File: src/rtl/prng_stream_if.sv
// Valid/ready word stream carrying buffered PRNG output from prng_stream
// to its consumer.
interface prng_stream_if #(
  parameter int WIDTH = 8
) ();
  logic [WIDTH-1:0] data;
  logic             valid;
  logic             ready;

  modport master (output data, output valid, input ready);
  modport slave  (input data, input valid, output ready);
endinterface

File: src/rtl/prng_stream.sv
// Sequencer and output FIFO for an external registered PRNG: reseeds it,
// discards warm-up steps, then streams fresh words over valid/ready.

module prng_stream_chk #(
  parameter int DEPTH = 4,
  parameter int CW    = 3
) (
  input logic          clk,
  input logic          rst,
  input logic          push,
  input logic          flush,
  input logic [CW-1:0] count
);
  // The in-flight limit must never let a push land on a full FIFO.
  always_ff @(posedge clk) begin
    if (!rst && push && !flush) begin
      assert (count != CW'(DEPTH));
    end
  end
endmodule

module prng_stream #(
  parameter int               WIDTH        = 8,
  parameter int               DEPTH        = 4,
  parameter int               DISCARD      = 2,
  parameter logic [WIDTH-1:0] SEED_DEFAULT = WIDTH'(8'hA5),
  localparam int              CW           = $clog2(DEPTH + 1)
) (
  input  logic             clk,
  input  logic             rst,
  input  logic [WIDTH-1:0] seed_in,
  input  logic             seed_load,
  output logic             prng_update,
  output logic             prng_reseed,
  output logic [WIDTH-1:0] prng_seed,
  input  logic [WIDTH-1:0] prng_rand,
  prng_stream_if.master    out,
  output logic [CW-1:0]    count
);
  localparam int PW = (DEPTH > 1) ? $clog2(DEPTH) : 1;
  localparam int WW = (DISCARD > 1) ? $clog2(DISCARD) : 1;

  typedef enum logic [1:0] {
    ST_SEED = 2'd0,
    ST_WARM = 2'd1,
    ST_FILL = 2'd2
  } state_e;

  state_e           state_q, state_d;
  logic             boot_q, boot_d;
  logic [WIDTH-1:0] seed_q, seed_d;
  logic [WW-1:0]    warm_q, warm_d;
  logic             inflight_q, inflight_d;
  logic             update_q, update_d;
  logic             reseed_q, reseed_d;
  logic [WIDTH-1:0] prng_seed_q, prng_seed_d;
  logic [PW-1:0]    rd_q, rd_d, wr_q, wr_d;
  logic [CW-1:0]    count_q, count_d;
  logic [WIDTH-1:0] mem_q [DEPTH];

  logic valid_s, pop_s, push_s, restart_s;

  // boot_q forces one SEED cycle right after reset, sharing the seed_load path.
  assign restart_s = seed_load || boot_q;
  assign valid_s   = (count_q != '0);
  assign pop_s     = valid_s && out.ready;
  assign push_s    = inflight_q;

  // Sequencer next state and next values of the registered PRNG controls.
  always_comb begin
    state_d    = state_q;
    warm_d     = warm_q;
    boot_d     = 1'b0;
    seed_d     = seed_q;
    inflight_d = 1'b0;
    update_d   = 1'b0;

    if (seed_load) begin
      seed_d = seed_in;
    end else begin
      seed_d = seed_q;
    end

    if (restart_s) begin
      state_d = ST_SEED;
    end else begin
      case (state_q)
        ST_SEED: begin
          if (DISCARD > 0) begin
            state_d = ST_WARM;
            warm_d  = WW'(DISCARD - 1);
          end else begin
            state_d = ST_FILL;
          end
        end
        ST_WARM: begin
          if (warm_q == '0) begin
            state_d = ST_FILL;
          end else begin
            warm_d = warm_q - WW'(1);
          end
        end
        ST_FILL: state_d = ST_FILL;
        default: state_d = ST_SEED;
      endcase
    end

    // Only FILL steps produce a word worth pushing one cycle later.
    inflight_d = update_q && (state_q == ST_FILL) && !restart_s;

    case (state_d)
      ST_WARM: update_d = 1'b1;
      ST_FILL: update_d = (({1'b0, count_d} + {{CW{1'b0}}, inflight_d}) < (CW + 1)'(DEPTH));
      default: update_d = 1'b0;
    endcase

    reseed_d = (state_d == ST_SEED);
    if (reseed_d) begin
      prng_seed_d = seed_d;
    end else begin
      prng_seed_d = prng_seed_q;
    end
  end

  // FIFO pointer and occupancy next values; a restart flushes everything.
  always_comb begin
    rd_d    = rd_q;
    wr_d    = wr_q;
    count_d = count_q;
    if (restart_s) begin
      rd_d    = '0;
      wr_d    = '0;
      count_d = '0;
    end else begin
      if (push_s) begin
        wr_d = wr_q + PW'(1);
      end else begin
        wr_d = wr_q;
      end
      if (pop_s) begin
        rd_d = rd_q + PW'(1);
      end else begin
        rd_d = rd_q;
      end
      case ({push_s, pop_s})
        2'b10:   count_d = count_q + CW'(1);
        2'b01:   count_d = count_q - CW'(1);
        default: count_d = count_q;
      endcase
    end
  end

  // Sequencer state and registered PRNG control outputs.
  always_ff @(posedge clk) begin
    if (rst) begin
      state_q     <= ST_SEED;
      boot_q      <= 1'b1;
      seed_q      <= SEED_DEFAULT;
      warm_q      <= '0;
      inflight_q  <= 1'b0;
      update_q    <= 1'b0;
      reseed_q    <= 1'b0;
      prng_seed_q <= '0;
    end else begin
      state_q     <= state_d;
      boot_q      <= boot_d;
      seed_q      <= seed_d;
      warm_q      <= warm_d;
      inflight_q  <= inflight_d;
      update_q    <= update_d;
      reseed_q    <= reseed_d;
      prng_seed_q <= prng_seed_d;
    end
  end

  // FIFO storage and pointers.
  always_ff @(posedge clk) begin
    if (rst) begin
      rd_q    <= '0;
      wr_q    <= '0;
      count_q <= '0;
      for (int i = 0; i < DEPTH; i++) begin
        mem_q[i] <= '0;
      end
    end else begin
      rd_q    <= rd_d;
      wr_q    <= wr_d;
      count_q <= count_d;
      if (push_s && !restart_s) begin
        mem_q[wr_q] <= prng_rand;
      end
    end
  end

  assign prng_update = update_q;
  assign prng_reseed = reseed_q;
  assign prng_seed   = prng_seed_q;
  assign out.data    = mem_q[rd_q];
  assign out.valid   = valid_s;
  assign count       = count_q;

  prng_stream_chk #(.DEPTH(DEPTH), .CW(CW)) u_chk (
    .clk   (clk),
    .rst   (rst),
    .push  (push_s),
    .flush (restart_s),
    .count (count_q)
  );
endmodule

File: src/flat_wrapper.sv
// flat-port wrapper written by rule: the top's interface ports become plain ports
module prng_stream_flat 
#(
  parameter int               WIDTH        = 8,
  parameter int               DEPTH        = 4,
  parameter int               DISCARD      = 2,
  parameter logic [WIDTH-1:0] SEED_DEFAULT = WIDTH'(8'hA5),
  localparam int              CW           = $clog2(DEPTH + 1)
)
  (clk, rst, seed_in, seed_load, prng_update, prng_reseed, prng_seed, prng_rand, count, out_data, out_valid, out_ready);
  prng_stream_if #(.WIDTH(WIDTH)) out_i ();
  input  logic clk;
  input  logic rst;
  input  logic [WIDTH-1:0] seed_in;
  input  logic seed_load;
  output logic prng_update;
  output logic prng_reseed;
  output logic [WIDTH-1:0] prng_seed;
  input  logic [WIDTH-1:0] prng_rand;
  output logic [CW-1:0] count;
  output wire logic [$bits(out_i.data)-1:0] out_data;
  output wire logic [$bits(out_i.valid)-1:0] out_valid;
  input wire logic [$bits(out_i.ready)-1:0] out_ready;
  assign out_data = out_i.data;
  assign out_valid = out_i.valid;
  assign out_i.ready = out_ready;
  prng_stream #(.WIDTH(WIDTH), .DEPTH(DEPTH), .DISCARD(DISCARD), .SEED_DEFAULT(SEED_DEFAULT)) u_core (.clk(clk), .rst(rst), .seed_in(seed_in), .seed_load(seed_load), .prng_update(prng_update), .prng_reseed(prng_reseed), .prng_seed(prng_seed), .prng_rand(prng_rand), .out(out_i), .count(count));
endmodule
File: config.mk
export PLATFORM = sky130hd
export DESIGN_NAME = prng_stream_flat
export DESIGN_NICKNAME = d
export VERILOG_FILES = /design/src/rtl/prng_stream_if.sv /design/src/rtl/prng_stream.sv /design/src/flat_wrapper.sv
export SDC_FILE = /design/constraint.sdc
export NUM_CORES = 1
export LEC_CHECK = 0
export ABC_AREA = 1
export CAP_MARGIN = 20
export CORE_UTILIZATION = 35
export DETAILED_ROUTE_END_ITERATION = 6
export SYNTH_ARGS = -nofsm -noshare
export SYNTH_HDL_FRONTEND = slang
export SYNTH_SLANG_ARGS = --single-unit
File: constraint.sdc
create_clock -name clk -period 1.9 [get_ports clk]
set_clock_uncertainty 0.2 [all_clocks]
set_input_delay 0.19 -clock clk [delete_from_list [all_inputs] [get_ports clk]]
set_output_delay 0.19 -clock clk [all_outputs]
set_load 0.02 [all_outputs]
==> run metrics, run 1 <==
total CTS buffers 9; Comb power frac under 10%; fin area 3790 sq um; CP required between 1.5 and 2 ns; final slew viol count 0; sequential element share of the synthesized area between 50% and 60%; Die H 90.1 um; 1st-pass router iterations 4; synthesis-to-layout area growth 39.5%; ANT nets after route 0; DR vias/cell around 4.5; area post-placement ~3600 sq um; post-synthesis instance total approximately 290; cell taking the most area after synthesis edfxtp_1; Crit. End Element register; setup TNS -0.0629 ns; row count 31; worst slew pin tran between 0.2 and 0.3 ns; worst vdd ir about 0.0004 V; Synth warnings 0; 1st-iter DRT viols 79; GRT Total Usage 15.2%; Internal about 2.2 mW; CP Max Fanout 2; terminus of the critical flop-to-flop path u_core.prng_update; failing checks setup timing; CTS tree yes; crit path max-delay cell type fa_2; reg2reg path depth 10; share of the synthesized area in the top cell type a little over a third; total number of vias between 2000 and 2500; most frequent cells in the layout nor2_1 (65), inv_1 (33), clkdlybuf4s50_1 (33), edfxtp_1 (32), buf_4 (31); hold depth 3; CP top delay family adder cells; period utilisation layout 103%; cts hold-fix bufs 0; Clock power frac between 30 and 40%; clk root buf clkbuf_8; switch share 23.3%; most common cell after layout, fill and taps aside nor2_1; Avg Inst Size Synth approximately 9.5 sq um; Relative slew margins slightly above 80%; dominant cells by area after synthesis edfxtp_1 (35%), dfxtp_1 (24%), nor2_1 (9.1%); sequential power share a little over half; max cap viols 0; Hold EP u_core.seed_q[0]; TritonCTS Sinks 64; first-pass GRT wire length between 9000 and 10000 um; n_diodes 0; #FFs+latches synth 64; post-detail-place hpwl about 4000 um; # setup viols final 1; critical path class register to register; fmax 0.509 GHz; Distinct cells, synth 23; power density over the cells around 750 nW/um^2; hold_sp seed_in[0]; RSZ-0062 raised after global routing true; setup ws final -0.0629 ns; layout cells sized above 1 between 20 and 25%; CP Data Arrival Time between 1.5 and 2 ns; number of global-route vias before repair approximately 2000; Avg WL per Cell around 12 um; gp weighted congestion between 0.8 and 0.9; Hold Fails Final Rpt 0; reg2reg setup slack -0.06 ns; H-tree Lvls 3; Layout Nets around 390; slowest stage delay, CP roughly 0.53 ns; final WL between 5000 and 6000 um; largest net degree at the start of global routing 18; Clk pin slew, worst setup/hold paths 0.07 ns; # IOs 42; die area around 8100 sq um; die width 90.1 um; cell area after synthesis around 2700 sq um; initial antenna violation count 0; min Tclk post-route between 1.5 and 2 ns; starting density of the core a little under two fifths; Net Count, Synth between 300 and 400; hold crit path type primary input to register; status complete, but fails checks; non-filler cells, final 470; number of remaining DRC errors 0; core area 7370 sq um; IO Port Bufs between 40 and 50; worst skew pair latency 0.34 ns; final core occ 51.5%; P_leak about 1.7 nW; Buf+Inv Stages, Crit Path 1; Remaining Overflow, GRT 0; CP Launch Type register; reg2reg start u_core.count[0]; Max Root-Sink Buffers 2; dpl cells around 450; worst-path cell chain inv_4, nand3_4, and2_4, ha_4, fa_2, nor2_2, nor2_1, nand3_1, nand3_2, a21oi_2; NetSw 0.661 mW
==> registers in the layout (all words and copies together) (netlist names), 2 cells and up, named ones only <==
name	flops
u_core.count	3
u_core.mem_q	32
u_core.prng_seed	8
u_core.rd_q	2
u_core.seed_q	8
u_core.state_q	2
u_core.wr_q	2
==> worst max-delay path by stage <==
stage / depth (start not counted) / from / slack, ns / endpoint
finish: 10 / u_core.count[0] / -0.06 / u_core.prng_update
global route: 12 / u_core.count[0] / -0.12 / u_core.prng_update
global placement: 10 / out_ready / -0.17 / u_core.prng_update
detailed placement: 11 / out_ready / -0.19 / u_core.prng_update
floorplan: 12 / u_core.count[0] / -0.06 / u_core.prng_update
CTS: 10 / u_core.count[0] / -0.07 / u_core.prng_update
==> final cells by class <==
| cell class | instances | area [sq um] |
|---|---|---|
| clock buffers | 13 | 159 |
| clock inverters | 3 | 17.5 |
| fillers | 671 | 3580 |
| inverters | 40 | 160 |
| multi-input cells | 174 | 976 |
| flip-flops and latches | 64 | 1620 |
| well taps | 99 | 124 |
| repair buffers | 77 | 741 |
==> synth_stat cells <==
cell / instances
a21oi_1: 4
and2_1: 1
buf_2: 2
buf_6: 2
clkbuf_1: 4
dfxtp_1: 32
edfxtp_1: 32
fa_1: 1
ha_1: 4
inv_1: 38
inv_2: 1
inv_4: 1
mux2i_1: 4
nand2_1: 27
nand2_4: 3
nand3_1: 17
nand4_1: 1
nor2_1: 66
nor2_8: 3
nor3_1: 7
o211ai_1: 8
o21ai_0: 20
o22ai_1: 8
==> layer usage <==
layer	track usage, %	up-vias	wire length [um]	share of wire, %
li1	-	1102	-	-
met1	19.8	960	2590	47
met2	23.5	41	2580	47
met3	3.72	13	242	4.4
met4	7.26	0	120	2.2
met5	0	-	0	0
==> what timing repair did <==
item / in CTS / in global routing
pin swaps: 1 / 4
resized for setup: 27 / 13
buffers inserted: 0 / 3
endpoints found under the setup margin: 11 / 17
==> cells by family after synthesis <==
kind of cell / count (synthesis) / synth area share [%]
AOI/OAI and AO/OA: 40 / 8.47
adders and majority gates: 5 / 2.58
buffers and inverters: 48 / 7.37
DFF: 64 / 58.9
muxes: 4 / 1.47
and+or+nand+nor: 125 / 21.2
==> worst register-to-register path: cells and delay by family, from the launching register on <==
kind	cells	cell delay, ns
adders and majority gates	2	0.69
AOI/OAI and AO/OA	1	0.05
DFF	1	0.36
and+or+nand+nor	6	0.51
buffers and inverters	1	0.06
==> stage by stage <==
step | setup slack [ns] | total power, mW | hold WS [ns]
after floorplan | -0.0615 | 1.67 | 0.0177
after global placement | -0.171 | 1.83 | 0.239
after detailed placement | -0.189 | 1.83 | 0.244
after CTS | -0.0684 | 2.87 | 0.246
after global routing | -0.120 | 2.95 | 0.266
final | -0.0629 | 2.84 | 0.248
==> power groups by stage <==
stage | clock [mW] | combinational [mW] | sequential (mW)
after global placement | 0 | 0.280 | 1.55
after global routing | 1.13 | 0.306 | 1.52
after detailed placement | 0 | 0.282 | 1.55
after floorplan | 0 | 0.111 | 1.56
after CTS | 1.07 | 0.282 | 1.52
final | 1.04 | 0.279 | 1.52
(Power assumes the default switching activity.)
==> run 2: changes to the inputs <==
--- a/config.mk
+++ b/config.mk
@@ -7,8 +7,11 @@
 export LEC_CHECK = 0
 export ABC_AREA = 1
 export CAP_MARGIN = 20
+export CORE_ASPECT_RATIO = 1.25
 export CORE_UTILIZATION = 35
+export CTS_CLUSTER_SIZE = 16
 export DETAILED_ROUTE_END_ITERATION = 6
+export PLACE_DENSITY = 0.58
 export SYNTH_ARGS = -nofsm -noshare
 export SYNTH_HDL_FRONTEND = slang
 export SYNTH_SLANG_ARGS = --single-unit
==> run 2 against run 1 <==
  * The flow still finishes with violations (setup timing)
  * Global-route usage grew 0.47 points
  * Largest cell class unchanged
  * Register-to-register slack better by 0.03 ns
  * Largest power group unchanged
  * First-iteration DRC count fell by 34%
  * Hold slack better by 0.0030 ns
  * Final cell count decreased by 1.3%
  * Highest routed layer unchanged
==> run metrics, run 2 (synthesized netlist as in run 1, its figures left out) <==
status complete, but fails checks; failing checks setup timing; crit path max-delay cell type fa_2; Hold Fails Final Rpt 0; largest net degree at the start of global routing 18; CP Data Arrival Time 1.96 ns; min Tclk post-route 1.93 ns; hold depth 2; synthesis-to-layout area growth 38.0%; Comb power frac 10.0%; layout cells sized above 1 21.8%; WHS about 0.25 ns; first-pass GRT wire length approximately 9400 um; hold_sp u_core.seed_q[0]; 1st-iter DRT viols between 50 and 60; Crit. End Element register; # setup viols final 2; worst slew pin tran 0.289 ns; power density over the cells around 730 nW/um^2; final slew viol count 0; critical path class register to register; slowest stage delay, CP ~0.54 ns; GRT Total Usage 15.6%; sequential power share 55.0%; clk root buf clkbuf_8; P_leak 1.68 nW; CP most frequent cell nand3_1; core area between 7000 and 8000 sq um; total CTS buffers 9; initial antenna violation count 0; Buf+Inv Stages, Crit Path 1; RSZ-0062 raised after global routing true; CTS tree yes; largest register by flop count u_core.mem_q; Critical Path Source u_core.count[2]; CP required around 1.9 ns; post-detail-place hpwl 4040 um; Post-Place Setup Slack -0.286 ns; die area between 8000 and 9000 sq um; final WL roughly 5600 um; starting density of the core between 30 and 40%; fmax 0.518 GHz; hold crit path type register to register; reg2reg start u_core.count[2]; Avg WL per Cell 12.1 um; # IOs 42; Hold EP u_core.seed_q[0]; worst vdd ir 0.000477 V; CP Max Fanout 2; ANT nets after route 0; worst skew pair latency 0.33 ns; number of remaining DRC errors 0; CP top delay family adder cells; gp weighted congestion 0.773; n_diodes 0; reg2reg path depth 10; max reg flops 32; NetSw 0.656 mW; CP Launch Type register; Die H ~100 um; TritonCTS Sinks 64; terminus of the critical flop-to-flop path u_core.prng_update; IO Port Bufs 41; Clock power frac a little over a third; 1st-pass router iterations 4; worst-path cell chain inv_4, nand3_4, and2_4, ha_4, fa_2, nor2_4, nor2_2, nand3_1, nand3_1, a21oi_1; setup ws final -0.0301 ns; row count 35; max cap viols 0; reg2reg setup slack -0.03 ns; die width 80.8 um; number of global-route vias before repair approximately 2100; Internal between 2 and 2.5 mW; Layout Nets 392; most frequent cells in the layout nor2_1 (64), inv_1 (34), clkdlybuf4s50_1 (32), edfxtp_1 (32), buf_4 (31); Clk pin slew, worst setup/hold paths ~0.070 ns; DR vias/cell between 4 and 5; switch share roughly a quarter; H-tree Lvls 3; Remaining Overflow, GRT 0; period utilisation layout 102%; Relative slew margins about four fifths; Max Root-Sink Buffers 2; total number of vias around 2100; most common cell after layout, fill and taps aside nor2_1
## run 2: changes by cell type in the layout (fill, tap and decap cells not counted), moves of 2 or more
cell,change
clkbuf_8,-2
clkdlybuf4s15_2,-6
o21ai_0,+2
o21ai_1,-2
clkbuf_2,+4
## run 2: power groups by stage
stage | logic [mW] | clock network, mW | registers (mW)
6_report | 0.276 | 0.963 | 1.52
3_3_place_gp | 0.278 | 0 | 1.55
2_1_floorplan | 0.111 | 0 | 1.56
4_1_cts | 0.281 | 0.986 | 1.52
5_1_grt | 0.302 | 1.05 | 1.52
3_5_place_dp | 0.282 | 0 | 1.55
## run 2: worst reg2reg max path, cell delays in order, from the launching register on
cell and delay (ns):
dfxtp_4 0.35, inv_4 0.06, nand3_4 0.07, and2_4 0.15, ha_4 0.16, fa_2 0.54, nor2_4 0.04, nor2_2 0.07
nand3_1 0.07, nand3_1 0.06, a21oi_1 0.06
## run 2: worst max-delay path by stage
stage | to | cells past startpoint
2_1_floorplan | u_core.prng_update | 12
3_3_place_gp | u_core.prng_seed[7] | 9
3_5_place_dp | u_core.prng_seed[7] | 9
4_1_cts | u_core.prng_update | 10
5_1_grt | u_core.prng_update | 10
6_report | u_core.prng_update | 10
## run 2: final cells by class
class                   count  area, sq um
clock buffers              12          135
clock inverters             4         21.3
fillers                   726         3690
inverters                  40          160
multi-input cells         174          973
flip-flops and latches     64         1620
well taps                  92          115
repair buffers             78          731
## run 2: stage by stage
step	total power [mW]	utilization, %	setup TNS [ns]	instances	instance area, sq um
floorplan	1.67	-	-0.0615	286	2760
global placement	1.82	47.9	-6.59	445	3570
detailed placement	1.83	47.9	-8.12	445	3570
CTS	2.78	50.6	-0.106	464	3760
global route	2.87	50.4	-0.235	464	3750
finish	2.75	50.4	-0.0400	464	3750
## run 2: metal layers
layer | track usage [%] | wire, um
met1 | 17.4 | 2370
met2 | 27.1 | 2920
met3 | 5.07 | 277
met4 | 6.18 | 63
met5 | 0 | 0
## run 2: what timing repair did
item	CTS	global route
hold buffers	0	0
resized for setup	22	15
pin swaps	7	6
setup endpoints to repair	18	15
setup buffers	3	0
==> run 3: changes to the inputs <==
--- a/config.mk
+++ b/config.mk
@@ -6,12 +6,13 @@
 export NUM_CORES = 1
 export LEC_CHECK = 0
 export ABC_AREA = 1
-export CAP_MARGIN = 20
+export CAP_MARGIN = 10
 export CORE_ASPECT_RATIO = 1.25
 export CORE_UTILIZATION = 35
 export CTS_CLUSTER_SIZE = 16
 export DETAILED_ROUTE_END_ITERATION = 6
 export PLACE_DENSITY = 0.58
+export SETUP_SLACK_MARGIN = 0.15
 export SYNTH_ARGS = -nofsm -noshare
 export SYNTH_HDL_FRONTEND = slang
 export SYNTH_SLANG_ARGS = --single-unit
==> run 3 against run 2 <==
  * The flow still finishes with violations (setup timing)
  * Critical path type unchanged
  * Register-to-register slack barely moved
  * Sequential cell count stayed put
  * First-iteration DRC count grew 52%
  * Wire length rose by 7.4%
  * Die area unchanged
  * Combinational power is 8.3% higher
  * Critical path depth is the same
  * Non-clock buffer count up 10
  * Sequential power is essentially flat
  * Hold slack better by 0.0082 ns
  * Maximum frequency decreased by 0.54%
  * Largest cell class unchanged
==> run metrics, run 3 (synthesized netlist as in run 1, its figures left out) <==
final slew viol count 0; worst slew pin tran between 0.2 and 0.25 ns; worst-path cell chain inv_4, nand3_4, and2_4, ha_4, fa_2, nor2_2, nor2_1, nand3_1, nand3_1, a21oi_1; DR vias/cell around 4.7; setup ws final -0.0407 ns; synthesis-to-layout area growth 46.4%; CP most frequent cell nand3_1; first-pass GRT wire length around 9400 um; Layout Nets 402; core area approximately 7400 sq um; fin area around 4000 sq um; 1st-pass router iterations 4; GRT Total Usage around 15%; 1st-iter DRT viols between 70 and 80; most common cell after layout, fill and taps aside nor2_1; min Tclk post-route approximately 1.9 ns; worst vdd ir 0.000656 V; total number of vias 2217; WHS around 0.26 ns; worst skew pair latency around 0.32 ns; crit path max-delay cell type fa_2; # setup viols final 1; Avg WL per Cell about 13 um; critical path class register to register; post-detail-place hpwl between 4000 and 5000 um; CTS tree yes; CP Data Arrival Time 1.96 ns; CP Launch Type register; largest register by flop count u_core.mem_q; ANT nets after route 0; number of remaining DRC errors 0; period utilisation layout 102%; gp weighted congestion roughly 0.82; final core occ 53.4%; CP top delay family adder cells; final WL between 6000 and 7000 um; Remaining Overflow, GRT 0; Crit. End Element register; Hold Fails Final Rpt 0; initial antenna violation count 0; # IOs 42; Relative slew margins a little over four fifths; TritonCTS Sinks between 60 and 70; Post-Place Setup Slack -0.282 ns; clk root buf clkbuf_8; max cap viols 0; failing checks setup timing; fmax between 0.5 and 0.6 GHz; Die H ~100 um; CP required 1.92 ns; power density over the cells about 710 nW/um^2; RSZ-0062 raised after global routing true; H-tree Lvls 3; slowest stage delay, CP approximately 0.52 ns; most frequent cells in the layout nor2_1 (58), buf_4 (42), edfxtp_1 (32), inv_1 (31), clkdlybuf4s50_1 (28); hold crit path type register to register; row count 35; number of global-route vias before repair about 2100; starting density of the core a little over a third; max reg flops 32; die width slightly above 80 um; area post-placement 3570 sq um; Max Root-Sink Buffers 2; total CTS buffers 9; status complete, but fails checks; Buf+Inv Stages, Crit Path 1; largest net degree at the start of global routing 18; CP Max Fanout 2; setup TNS -0.0407 ns; IO Port Bufs around 40; die area approximately 8000 sq um; Clk pin slew, worst setup/hold paths roughly 0.070 ns; P_leak between 1.5 and 2 nW; layout cells sized above 1 approximately a third; n_diodes 0
-- run 3: timing repair --
| action | 4_1_cts | 5_1_grt |
|---|---|---|
| resized for setup | 54 | 48 |
| hold buffers | 0 | 0 |
| pin swaps | 10 | 13 |
| endpoints found under the setup margin | 39 | 34 |
| cloned | 0 | 1 |
| buffers inserted | 3 | 8 |
-- run 3: worst min-delay path: stages (launching register included) --
cell,delay (ns)
dfxtp_1,0.31
nand2_1,0.06
nand3_1,0.06
-- run 3: stage by stage --
step           cells  power, mW
6_report         474       2.81
5_1_grt          474       2.92
4_1_cts          465       2.82
3_5_place_dp     446       1.83
3_3_place_gp     446       1.82
2_1_floorplan    286       1.68
-- run 3: report_power, final --
part / total (mW) / internal, mW / switching (mW)
clock network: 0.996 / 0.506 / 0.490
registers: 1.52 / 1.49 / 0.0230
logic: 0.299 / 0.153 / 0.146
-- run 3: path summary, 6_finish.rpt --
check | from | endpoint | slack [ns] | depth (start not counted)
max | u_core.count[2] | u_core.prng_update | -0.04 | 10
min | u_core.seed_q[7] | u_core.seed_q[7] | 0.26 | 2
max reg2reg | u_core.count[2] | u_core.prng_update | -0.04 | 10
min reg2reg | u_core.seed_q[7] | u_core.seed_q[7] | 0.26 | 2
-- run 3: metal layers --
metal / up-vias / share of wire, % / GRT usage (%)
li1: 1124 / - / -
met1: 1039 / 43 / 17.5
met2: 47 / 51 / 27.8
met3: 7 / 4.6 / 4.52
met4: 0 / 1.3 / 4.53
met5: - / 0 / 0
-- run 3: final cells by class --
type                       count  area [sq um]
inverter                      40           165
clock buffer                  13           149
timing repair buffer          88           850
clock inverter                 3          17.5
fill                         688          3470
multi-input combinational    174          1060
tap                           92           115
sequential                    64          1620
